File: src/rtl/r88_alu_seq_pkg.sv
// Shared types and helpers for the r88 sequential ALU.
package r88_pkg;

  localparam int NIBBLE = 4;

  typedef enum logic [2:0] {
    R88_ALU_SHL = 3'd0,
    R88_ALU_SHR = 3'd1,
    R88_ALU_CMP = 3'd2,
    R88_ALU_ADD = 3'd3,
    R88_ALU_SUB = 3'd4,
    R88_ALU_OR  = 3'd5,
    R88_ALU_AND = 3'd6,
    R88_ALU_XOR = 3'd7
  } aluOp_e;

  typedef enum logic [1:0] {
    ST_IDLE,
    ST_BUSY,
    ST_DONE
  } aluState_e;

  // Carry seen by the arithmetic: cmp always 1, sub defaults to 1 (no borrow), others to 0.
  function automatic logic effCarry(aluOp_e op, logic cin, logic cinEn);
    if (op == R88_ALU_CMP) return 1'b1;
    if (cinEn) return cin;
    return (op == R88_ALU_SUB);
  endfunction

endpackage

File: src/rtl/r88_alu_seq_if.sv
// Request/result handshake bundle between sequencer and ALU.
interface r88_alu_seq_if #(parameter int WIDTH = 8);
  logic             startValid;
  logic             startReady;
  logic [2:0]       aluOp;
  logic [WIDTH-1:0] opLeft;
  logic [WIDTH-1:0] opRight;
  logic             carryIn;
  logic             carryInEn;
  logic             decMode;
  logic             invOut;
  logic             resValid;
  logic             resReady;
  logic [WIDTH-1:0] result;
  logic             carryOut;
  logic             zeroOut;
  logic             negOut;
  logic             ovfOut;

  modport master (
    output startValid, aluOp, opLeft, opRight, carryIn, carryInEn, decMode, invOut, resReady,
    input  startReady, resValid, result, carryOut, zeroOut, negOut, ovfOut
  );

  modport slave (
    input  startValid, aluOp, opLeft, opRight, carryIn, carryInEn, decMode, invOut, resReady,
    output startReady, resValid, result, carryOut, zeroOut, negOut, ovfOut
  );
endinterface

File: src/rtl/r88_alu_seq_bcd_nibble.sv
// One BCD digit of add/subtract; carry is borrow-not when subtracting.
module r88_bcd_nibble (
  input  logic [3:0] l,
  input  logic [3:0] r,
  input  logic       cin,
  input  logic       sub,
  output logic [3:0] digit,
  output logic       cout
);
  logic [5:0] s;

  always_comb begin
    s    = '0;
    cout = 1'b0;
    if (sub) begin
      // Signed 6-bit difference; bit 5 flags a borrow.
      s = {2'b00, l} - {2'b00, r} - {5'b00000, ~cin};
      if (s[5]) begin
        s    = s + 6'd10;
        cout = 1'b0;
      end else begin
        cout = 1'b1;
      end
    end else begin
      s = {2'b00, l} + {2'b00, r} + {5'b00000, cin};
      if (s > 6'd9) begin
        s    = s + 6'd6;
        cout = 1'b1;
      end
    end
    digit = s[3:0];
  end
endmodule

File: src/rtl/r88_alu_seq.sv
// Registered ALU with flag set; decimal cmp/add/sub run nibble-serially, one digit per cycle.
module r88_alu_seq
  import r88_pkg::*;
#(
  parameter int WIDTH = 8
) (
  input  logic         sysClock,
  input  logic         sysResetN,
  r88_alu_seq_if.slave bus
);
  localparam int NUM_NIB = WIDTH / NIBBLE;
  localparam int CW      = (NUM_NIB > 1) ? $clog2(NUM_NIB) : 1;

  aluState_e        state, stateNext;
  aluOp_e           opReg;
  logic [WIDTH-1:0] lReg, rReg, accReg, resultReg;
  logic             cinReg, cinEnReg, decReg, invReg;
  logic             nibCarry;
  logic [CW-1:0]    nibIdx;
  logic             cReg, zReg, nReg, vReg;

  logic             isDec, lastNib, cinEff;
  logic [WIDTH:0]   sumAdd, sumSub;
  logic [WIDTH-1:0] binRes, binFlagVal, lRot, decAcc, decRes;
  logic             binC, binV;
  logic [3:0]       nibDigit;
  logic             nibCout;

  assign isDec   = decReg && (opReg inside {R88_ALU_CMP, R88_ALU_ADD, R88_ALU_SUB});
  assign lastNib = (nibIdx == CW'(NUM_NIB - 1));
  assign cinEff  = effCarry(opReg, cinReg, cinEnReg);

  r88_bcd_nibble uNibble (
    .l    (lReg[NIBBLE-1:0]),
    .r    (rReg[NIBBLE-1:0]),
    .cin  (nibCarry),
    .sub  (opReg != R88_ALU_ADD),
    .digit(nibDigit),
    .cout (nibCout)
  );

  // L rotates through the nibble slot so it is whole again after the last digit (needed by cmp).
  assign lRot   = (lReg >> NIBBLE) | (lReg << (WIDTH - NIBBLE));
  assign decAcc = (accReg >> NIBBLE) | (WIDTH'(nibDigit) << (WIDTH - NIBBLE));
  assign decRes = (opReg == R88_ALU_CMP) ? lRot : decAcc;

  always_comb begin
    sumAdd     = {1'b0, lReg} + {1'b0, rReg} + {{WIDTH{1'b0}}, cinEff};
    sumSub     = {1'b0, lReg} + {1'b0, ~rReg} + {{WIDTH{1'b0}}, cinEff};
    binRes     = '0;
    binFlagVal = '0;
    binC       = 1'b0;
    binV       = 1'b0;
    case (opReg)
      R88_ALU_SHL: begin
        binRes = {rReg[WIDTH-2:0], cinEff};
        binC   = rReg[WIDTH-1];
      end
      R88_ALU_SHR: begin
        binRes = {cinEff, rReg[WIDTH-1:1]};
        binC   = rReg[0];
      end
      R88_ALU_CMP: begin
        binRes     = lReg;
        binFlagVal = sumSub[WIDTH-1:0];
        binC       = sumSub[WIDTH];
        binV       = (lReg[WIDTH-1] != rReg[WIDTH-1]) && (sumSub[WIDTH-1] != lReg[WIDTH-1]);
      end
      R88_ALU_ADD: begin
        binRes = sumAdd[WIDTH-1:0];
        binC   = sumAdd[WIDTH];
        binV   = (lReg[WIDTH-1] == rReg[WIDTH-1]) && (sumAdd[WIDTH-1] != lReg[WIDTH-1]);
      end
      R88_ALU_SUB: begin
        binRes = sumSub[WIDTH-1:0];
        binC   = sumSub[WIDTH];
        binV   = (lReg[WIDTH-1] != rReg[WIDTH-1]) && (sumSub[WIDTH-1] != lReg[WIDTH-1]);
      end
      R88_ALU_OR:  binRes = lReg | rReg;
      R88_ALU_AND: binRes = lReg & rReg;
      R88_ALU_XOR: binRes = lReg ^ rReg;
      default:     binRes = '0;
    endcase
    if (opReg != R88_ALU_CMP) binFlagVal = binRes;
  end

  always_ff @(posedge sysClock or negedge sysResetN) begin
    if (!sysResetN) state <= ST_IDLE;
    else            state <= stateNext;
  end

  always_comb begin
    stateNext = state;
    case (state)
      ST_IDLE: if (bus.startValid) stateNext = ST_BUSY;
      ST_BUSY: if (!isDec || lastNib) stateNext = ST_DONE;
      ST_DONE: if (bus.resReady) stateNext = ST_IDLE;
      default: stateNext = ST_IDLE;
    endcase
  end

  always_ff @(posedge sysClock or negedge sysResetN) begin
    if (!sysResetN) begin
      opReg     <= R88_ALU_SHL;
      lReg      <= '0;
      rReg      <= '0;
      accReg    <= '0;
      resultReg <= '0;
      cinReg    <= 1'b0;
      cinEnReg  <= 1'b0;
      decReg    <= 1'b0;
      invReg    <= 1'b0;
      nibCarry  <= 1'b0;
      nibIdx    <= '0;
      cReg      <= 1'b0;
      zReg      <= 1'b0;
      nReg      <= 1'b0;
      vReg      <= 1'b0;
    end else begin
      case (state)
        ST_IDLE: if (bus.startValid) begin
          opReg    <= aluOp_e'(bus.aluOp);
          lReg     <= bus.opLeft;
          rReg     <= bus.opRight;
          cinReg   <= bus.carryIn;
          cinEnReg <= bus.carryInEn;
          decReg   <= bus.decMode;
          invReg   <= bus.invOut;
          nibCarry <= effCarry(aluOp_e'(bus.aluOp), bus.carryIn, bus.carryInEn);
          nibIdx   <= '0;
          accReg   <= '0;
        end
        ST_BUSY: begin
          if (isDec) begin
            lReg     <= lRot;
            rReg     <= rReg >> NIBBLE;
            accReg   <= decAcc;
            nibCarry <= nibCout;
            nibIdx   <= nibIdx + 1'b1;
            if (lastNib) begin
              resultReg <= decRes ^ {WIDTH{invReg}};
              cReg      <= nibCout;
              zReg      <= (decAcc == '0);
              nReg      <= decAcc[WIDTH-1];
              vReg      <= 1'b0;
            end
          end else begin
            resultReg <= binRes ^ {WIDTH{invReg}};
            cReg      <= binC;
            zReg      <= (binFlagVal == '0);
            nReg      <= binFlagVal[WIDTH-1];
            vReg      <= binV;
          end
        end
        default: ;
      endcase
    end
  end

  assign bus.startReady = (state == ST_IDLE);
  assign bus.resValid   = (state == ST_DONE);
  assign bus.result     = resultReg;
  assign bus.carryOut   = cReg;
  assign bus.zeroOut    = zReg;
  assign bus.negOut     = nReg;
  assign bus.ovfOut     = vReg;
endmodule

File: src/flat_wrapper.sv
// flat-port wrapper written by rule: the top's interface ports become plain ports
module r88_alu_seq_flat import r88_pkg::*;
#(
  parameter int WIDTH = 8
)
  (sysClock, sysResetN, bus_startValid, bus_aluOp, bus_opLeft, bus_opRight, bus_carryIn, bus_carryInEn, bus_decMode, bus_invOut, bus_resReady, bus_startReady, bus_resValid, bus_result, bus_carryOut, bus_zeroOut, bus_negOut, bus_ovfOut);
  r88_alu_seq_if #(.WIDTH(WIDTH)) bus_i ();
  input  logic sysClock;
  input  logic sysResetN;
  input wire logic [$bits(bus_i.startValid)-1:0] bus_startValid;
  input wire logic [$bits(bus_i.aluOp)-1:0] bus_aluOp;
  input wire logic [$bits(bus_i.opLeft)-1:0] bus_opLeft;
  input wire logic [$bits(bus_i.opRight)-1:0] bus_opRight;
  input wire logic [$bits(bus_i.carryIn)-1:0] bus_carryIn;
  input wire logic [$bits(bus_i.carryInEn)-1:0] bus_carryInEn;
  input wire logic [$bits(bus_i.decMode)-1:0] bus_decMode;
  input wire logic [$bits(bus_i.invOut)-1:0] bus_invOut;
  input wire logic [$bits(bus_i.resReady)-1:0] bus_resReady;
  output wire logic [$bits(bus_i.startReady)-1:0] bus_startReady;
  output wire logic [$bits(bus_i.resValid)-1:0] bus_resValid;
  output wire logic [$bits(bus_i.result)-1:0] bus_result;
  output wire logic [$bits(bus_i.carryOut)-1:0] bus_carryOut;
  output wire logic [$bits(bus_i.zeroOut)-1:0] bus_zeroOut;
  output wire logic [$bits(bus_i.negOut)-1:0] bus_negOut;
  output wire logic [$bits(bus_i.ovfOut)-1:0] bus_ovfOut;
  assign bus_i.startValid = bus_startValid;
  assign bus_i.aluOp = bus_aluOp;
  assign bus_i.opLeft = bus_opLeft;
  assign bus_i.opRight = bus_opRight;
  assign bus_i.carryIn = bus_carryIn;
  assign bus_i.carryInEn = bus_carryInEn;
  assign bus_i.decMode = bus_decMode;
  assign bus_i.invOut = bus_invOut;
  assign bus_i.resReady = bus_resReady;
  assign bus_startReady = bus_i.startReady;
  assign bus_resValid = bus_i.resValid;
  assign bus_result = bus_i.result;
  assign bus_carryOut = bus_i.carryOut;
  assign bus_zeroOut = bus_i.zeroOut;
  assign bus_negOut = bus_i.negOut;
  assign bus_ovfOut = bus_i.ovfOut;
  r88_alu_seq #(.WIDTH(WIDTH)) u_core (.sysClock(sysClock), .sysResetN(sysResetN), .bus(bus_i));
endmodule
File: config.mk
export PLATFORM = sky130hd
export DESIGN_NAME = r88_alu_seq_flat
export DESIGN_NICKNAME = d
export VERILOG_FILES = /design/src/rtl/r88_alu_seq_pkg.sv /design/src/rtl/r88_alu_seq_if.sv /design/src/rtl/r88_alu_seq_bcd_nibble.sv /design/src/rtl/r88_alu_seq.sv /design/src/flat_wrapper.sv
export SDC_FILE = /design/constraint.sdc
export NUM_CORES = 1
export LEC_CHECK = 0
export ABC_AREA = 1
export BUFFER_PORTS_ARGS = -buffer_cell sky130_fd_sc_hd__buf_2
export CORE_ASPECT_RATIO = 1.25
export CORE_MARGIN = 2
export CORE_UTILIZATION = 65
export DETAILED_ROUTE_END_ITERATION = 10
export GPL_ROUTABILITY_DRIVEN = 1
export PLACE_DENSITY = 0.87
export SETUP_SLACK_MARGIN = 0.3
export SLEW_MARGIN = 20
export SYNTH_ARGS = -nofsm -noshare
export SYNTH_HDL_FRONTEND = slang
export SYNTH_SLANG_ARGS = --single-unit
File: constraint.sdc
create_clock -name sysClock -period 4.7 [get_ports sysClock]
set_input_delay 1.175 -clock sysClock [delete_from_list [all_inputs] [get_ports sysClock]]
set_output_delay 1.175 -clock sysClock [all_outputs]
set_load 0.01 [all_outputs]
==> results.sh, run 1 <==
export IMPL_startpoint="u_core.opReg[2]"
export IMPL_grtUsageTotal_pct=38.1
export IMPL_start_util_pct=66.4
export IMPL_synth_cells=615
export IMPL_antenna_left=0
export IMPL_grt_pass1_wl_um=20000
export IMPL_cap_violations=0
export IMPL_die_w_um=74.8
export IMPL_clockBufferDepth=2
export IMPL_ys_types=37
export IMPL_htree_levels=2
export IMPL_drive_gt1_share_pct=11.4
export IMPL_drtIter0Drc=571
export IMPL_drc_errors=0
export IMPL_nFillCells=524
export IMPL_firstDrtPassIters=5
export IMPL_postCtsResizedCells=0
export IMPL_dieArea_mm2=0.00691
export IMPL_reg2regPathDepth=19
export IMPL_tns_ps=0
export IMPL_crit_type="flop to flop"
export IMPL_grt_pass1_vias=4055
export IMPL_crit_top_cell="nand2_1"
export IMPL_crit_chain="inv_4 -> nand3_1 -> nand3_2 -> inv_1 -> fa_1 -> inv_1 -> fa_1 -> xnor2_1 -> nand2_1 -> o21ai_0 -> nor2_1 -> nand2_1 -> nor2_1 -> nand2_1 -> nor2_1 -> nand4_1 -> nand2_1 -> nand2_1 -> a21oi_1"
export IMPL_skew_ps=7.91
export IMPL_antenna_found_initial=0
export IMPL_root_buffer="clkbuf_8"
export IMPL_endpoint_kind="flop"
export IMPL_post_route_period_util_pct=71.3
export IMPL_dpl_hpwl_um=9840
export IMPL_hold_violations=0
export IMPL_rsz0062_at_grt="no"
export IMPL_max_slew_margin_pct=34.9
export IMPL_setup_viol=0
export IMPL_clock_fmax_mhz=298
export IMPL_ys_ff_latch=43
export IMPL_worstReg2RegStart="u_core.opReg[2]"
export IMPL_die_y_um=92.5
export IMPL_avgSynthCellArea_um2=6.62
export IMPL_std_cell_rows=32
export IMPL_postPlaceCellArea_mm2=0.00427
export IMPL_clock_latency_ps=300
export IMPL_fin_crit_ps=3350
export IMPL_hp_class="flop to flop"
export IMPL_routed_via_density=6.03
export IMPL_postRouteWirelength_um=12700
export IMPL_fin_nets=705
export IMPL_synth_area_leaders="dfrtp_1 (26%), nand2_1 (16%), ha_1 (8.6%)"
export IMPL_timing_hold_ws_ps=490
export IMPL_r2r_slack_ps=1350
export IMPL_ctsHoldBuffers=0
export IMPL_final_common_cell="nand2_1"
export IMPL_slowest_delay_ps=570
export IMPL_status="completed"
export IMPL_final_cell_mix="nand2_1 (169), inv_1 (76), nand3_1 (68), nor2_1 (49), dfrtp_1 (43)"
export IMPL_core_area_mm2=0.00613
export IMPL_gp_congestion=1.15
export IMPL_path_clk_slew_ps=90
export IMPL_tightest_slew_ps=974
export IMPL_via_count=4388
export IMPL_grt_max_degree=44
export IMPL_stdcell_area_mm2=0.00438
export IMPL_post_cts_buffers=0
export IMPL_crit_end="u_core.bus.zeroOut"
export IMPL_critical_path_peak_fanout=11
export IMPL_cts_tree="built"
export IMPL_crit_path_top_delay_cell="dfrtp_1"
export IMPL_syn_num_nets=677
export IMPL_cts_sinks=43
export IMPL_io_pins=41
export IMPL_required_ps=4940
export IMPL_cts_buffers=5
export IMPL_yosysTopAreaCellShare_pct=26.4
export IMPL_port_buffers=40
export IMPL_diodes=0
export IMPL_overflow=0
export IMPL_yosys_area_top_type="dfrtp_1"
export IMPL_arrival_ps=3590
export IMPL_yosysWarnings=0
export IMPL_slew_viol_final=0
export IMPL_utilization_pct=71.5
export IMPL_synth_area_mm2=0.00407
export IMPL_ys_seq_area_share_pct=26.4
export IMPL_wl_per_cell_um=17.4
export IMPL_syn_to_final_growth_pct=7.66
export IMPL_start_kind="flop"
export IMPL_rr_endpoint="u_core.bus.zeroOut"
-- sequential cells by signal, indices dropped and copies added, names as in the netlist, 2 cells and up --
register	cells
u_core.lReg	8
u_core.bus.result	8
u_core.opReg	3
u_core.accReg	4
u_core.state	2
u_core.rReg	8
-- cells in the mapped netlist --
cell type and number:
o21ai_4 1, inv_4 2, buf_2 8, nor3_1 5, buf_4 5, o211ai_1 17
a211oi_1 2, mux2_2 1, buf_6 1, nand2_2 4, nand2_4 2, nor2_4 2
nand3b_1 1, a21o_1 1, nand3_1 68, o22ai_1 7, a21oi_1 23, a21oi_2 2
inv_1 76, nand3_2 1, nor4_2 1, o21ai_0 31, nand2_1 169, xnor2_1 2
nor2_1 50, clkbuf_1 6, nor2_2 1, inv_2 5, fa_1 7, o31ai_1 1
xor2_1 5, o21ai_1 23, or2_2 2, nand4_1 11, dfrtp_1 43, ha_1 28
and2_1 1
-- layer usage --
layer	track usage, %	up-vias	part of all wire, %
met5	0	-	0
met4	18.3	0	5.1
met3	4.79	57	7.7
met2	63.1	265	47
met1	48.3	1996	40
li1	-	2070	-
-- area by class of cell --
class / count / area (µm²) / share of cell area, %
Tap cell: 85 / 106 / 2.43
Timing Repair Buffer: 41 / 208 / 4.74
Inverter: 83 / 317 / 7.23
Multi-Input combinational cell: 469 / 2570 / 58.6
Clock buffer: 5 / 68.8 / 1.57
Sequential cell: 43 / 1080 / 24.6
Clock inverter: 2 / 37.5 / 0.857
-- cells by family (layout without fill, tap and decap cells) --
kind of cell,Yosys count,count (layout),share of synthesized area [%]
AND/OR/NAND/NOR,318,318,33.9
AO/OA/AOI/OAI,108,108,15.3
buffers and inverters,103,131,10.5
flip-flops,43,43,26.4
adder cells (fa/ha/maj),35,35,12.1
XOR/XNOR,7,7,1.51
multiplexers,1,1,0.277
-- how the worst min path moves through the flow --
stage	from	endpoint	cells after the start	slack, ps
finish	u_core.bus.negOut	u_core.bus.negOut	2	490
global route	u_core.bus.result[1]	u_core.bus.result[1]	2	510
CTS	u_core.bus.result[1]	u_core.bus.result[1]	2	490
global placement	u_core.bus.ovfOut	u_core.bus.ovfOut	1	460
detailed placement	u_core.bus.result[1]	u_core.bus.result[1]	2	470
floorplan	u_core.cinReg	u_core.cinReg	2	450
-- stage by stage --
stage	cells	worst slack, ps
after CTS	728	1420
final	728	1350
after global routing	728	1080
after detailed placement	721	1470
after global placement	721	1570
after floorplan	615	1950
-- worst max-delay path, delay by kind of cell (launching register included) --
kind                       cells  cell delay, ps
and+or+nand+nor               11            1450
DFF                            1             570
AOI/OAI and AO/OA              2             200
adders and majority gates      2             600
buffers and inverters          3             280
xor gates and xnor gates       1             180
Power of run 1 is not shown: default switching activity piles up to over one toggle a cycle in this logic, so the estimate is an artifact.
==> inputs of run 2 (changes only) <==
--- a/config.mk
+++ b/config.mk
@@ -9,10 +9,10 @@
 export BUFFER_PORTS_ARGS = -buffer_cell sky130_fd_sc_hd__buf_2
 export CORE_ASPECT_RATIO = 1.25
 export CORE_MARGIN = 2
-export CORE_UTILIZATION = 65
+export CORE_UTILIZATION = 55
 export DETAILED_ROUTE_END_ITERATION = 10
 export GPL_ROUTABILITY_DRIVEN = 1
-export PLACE_DENSITY = 0.87
+export PLACE_DENSITY = 0.78
 export SETUP_SLACK_MARGIN = 0.3
 export SLEW_MARGIN = 20
 export SYNTH_ARGS = -nofsm -noshare
==> constraint.sdc (replaced) <==
create_clock -name sysClock -period 2.8 [get_ports sysClock]
set_input_delay 0.7 -clock sysClock [delete_from_list [all_inputs] [get_ports sysClock]]
set_output_delay 0.7 -clock sysClock [all_outputs]
set_load 0.01 [all_outputs]
==> run 2 against run 1 <==
Effect of this change: die area up 17%; worst hold slack worse by 39 ps; via count up 4.4%; clock-buffer cell count unchanged; clock skew about the same; routed wire length up 15%; non-clock buffer count up 50; worst setup slack worse by 1300 ps; critical endpoint is now u_core.bus.result[1]; largest cell class unchanged; core utilization down 1.4 points.
==> results.sh, run 2 (same netlist as run 1, synthesis figures left out) <==
export IMPL_status="completed"
export IMPL_tightest_slew_ps=777
export IMPL_grt_use_met1_pct=49.0
export IMPL_final_cell_mix="nand2_1 (155), inv_1 (62), nand3_1 (55), buf_4 (45), nor2_1 (43)"
export IMPL_fin_nets=755
export IMPL_arrival_ps=2960
export IMPL_post_route_period_util_pct=98.1
export IMPL_diodes=0
export IMPL_slew_viol_final=0
export IMPL_required_ps=3020
export IMPL_cts_tree="built"
export IMPL_setup_viol=0
export IMPL_fin_crit_ps=2750
export IMPL_drtIter0Drc=447
export IMPL_clockBufferDepth=2
export IMPL_std_cell_rows=35
export IMPL_critical_path_peak_fanout=4
export IMPL_io_pins=41
export IMPL_grt_pass1_vias=4274
export IMPL_tns_ps=0
export IMPL_stdcell_area_mm2=0.00510
export IMPL_r2r_slack_ps=50
export IMPL_die_y_um=100
export IMPL_cts_buffers=5
export IMPL_antenna_left=0
export IMPL_root_buffer="clkbuf_8"
export IMPL_dp_slack_ps=-68.0
export IMPL_routed_via_density=5.83
export IMPL_cts_sinks=43
export IMPL_place_inst=753
export IMPL_gp_congestion=0.984
export IMPL_endpoint_kind="flop"
export IMPL_firstDrtPassIters=5
export IMPL_port_buffers=40
export IMPL_rsz0062_at_grt="yes"
export IMPL_syn_to_final_growth_pct=25.3
export IMPL_wl_per_cell_um=18.6
export IMPL_via_count=4581
export IMPL_grt_util_met3_pct=3.87
export IMPL_die_w_um=80.9
export IMPL_grt_pass1_wl_um=22300
export IMPL_ctsHoldBuffers=0
export IMPL_skew_ps=8.18
export IMPL_drc_errors=0
export IMPL_max_slew_margin_pct=48.2
export IMPL_fin_cells=786
export IMPL_grtUsageTotal_pct=36.8
export IMPL_hp_class="input port to async pin"
export IMPL_dpl_hpwl_um=10800
export IMPL_clock_latency_ps=320
export IMPL_core_area_mm2=0.00727
export IMPL_grt_max_degree=36
export IMPL_hold_violations=0
export IMPL_finalWorstSetupSlack_ps=52.1
export IMPL_htree_levels=2
export IMPL_overflow=0
export IMPL_clock_fmax_mhz=364
export IMPL_start_util_pct=56.0
export IMPL_start_kind="flop"
export IMPL_postRouteWirelength_um=14600
export IMPL_crit_type="flop to flop"
export IMPL_cap_violations=0
export IMPL_postPlaceCellArea_mm2=0.00453
export IMPL_antenna_found_initial=0
export IMPL_drive_gt1_share_pct=28.7
export IMPL_final_common_cell="nand2_1"
export IMPL_path_clk_slew_ps=100
export IMPL_dieArea_mm2=0.00811
export IMPL_grt_util_met2_pct=61.4
export IMPL_top_usage_layer="met2"
==> run 2: cell types whose count changed in the layout (fill, tap and decap cells not counted), moves of 10 or more <==
cell / change
inv_2: +10
nand2_1: -14
buf_4: +44
nand3_1: -13
inv_1: -14
o21ai_0: -10
nand3_2: +12
nand2_2: +12
==> run 2: what timing repair did <==
item,CTS,global route
gates resized for setup,41,46
gates cloned,0,0
hold endpoints to repair,0,0
pin swaps,23,11
endpoints found under the setup margin,14,14
setup buffers,17,8
==> run 2: final timing paths <==
kind / start / to / depth (start not counted)
min in group sysClock: u_core.bus.ovfOut / u_core.bus.ovfOut / 1
setup reg to reg: u_core.opReg[0] / u_core.bus.result[1] / 17
setup / recovery: u_core.opReg[0] / u_core.bus.result[1] / 17
hold / removal: sysResetN / u_core.bus.result[1] / 1
hold reg to reg: u_core.bus.ovfOut / u_core.bus.ovfOut / 1
max in group asynchronous: sysResetN / u_core.opReg[1] / 2
==> run 2: through the flow <==
stage / util (%) / hold WS, ps
floorplan: - / 404
global placement: 62.3 / 455
finish: 70.1 / 451
global route: 70.1 / 495
CTS: 67.1 / 466
detailed placement: 62.3 / 461
==> run 2: routing by layer <==
layer  up-vias  share of wire (%)  wire length, µm
li1       2173                  -                -
met1      2147                 41             5910
met2       211                 50             7230
met3        50                5.8              846
met4         0                4.1              597
met5         -                  0                0
==> run 2: layout make-up <==
cell class / instances / area, µm²
multi-input combinational: 469 / 2870
fill: 642 / 2170
sequential: 43 / 1080
timing repair buffer: 91 / 614
inverter: 83 / 328
tap: 92 / 115
clock buffer: 5 / 68.8
clock inverter: 3 / 23.8
==> run 2: critical path: stages (launching register included) <==
cell     delay (ps)
dfrtp_1         410
inv_2           120
nand2_4          70
nor2_4           90
nand2_2          70
nand3_4          90
fa_2            220
inv_1            50
fa_1            470
nor2_1           40
nor2_1          100
o21ai_1          80
nor4_2          270
buf_4           170
o21ai_1         100
xor2_1          160
nand2_1          90
nand2_1          50
Power of run 2 is left out for the same reason.
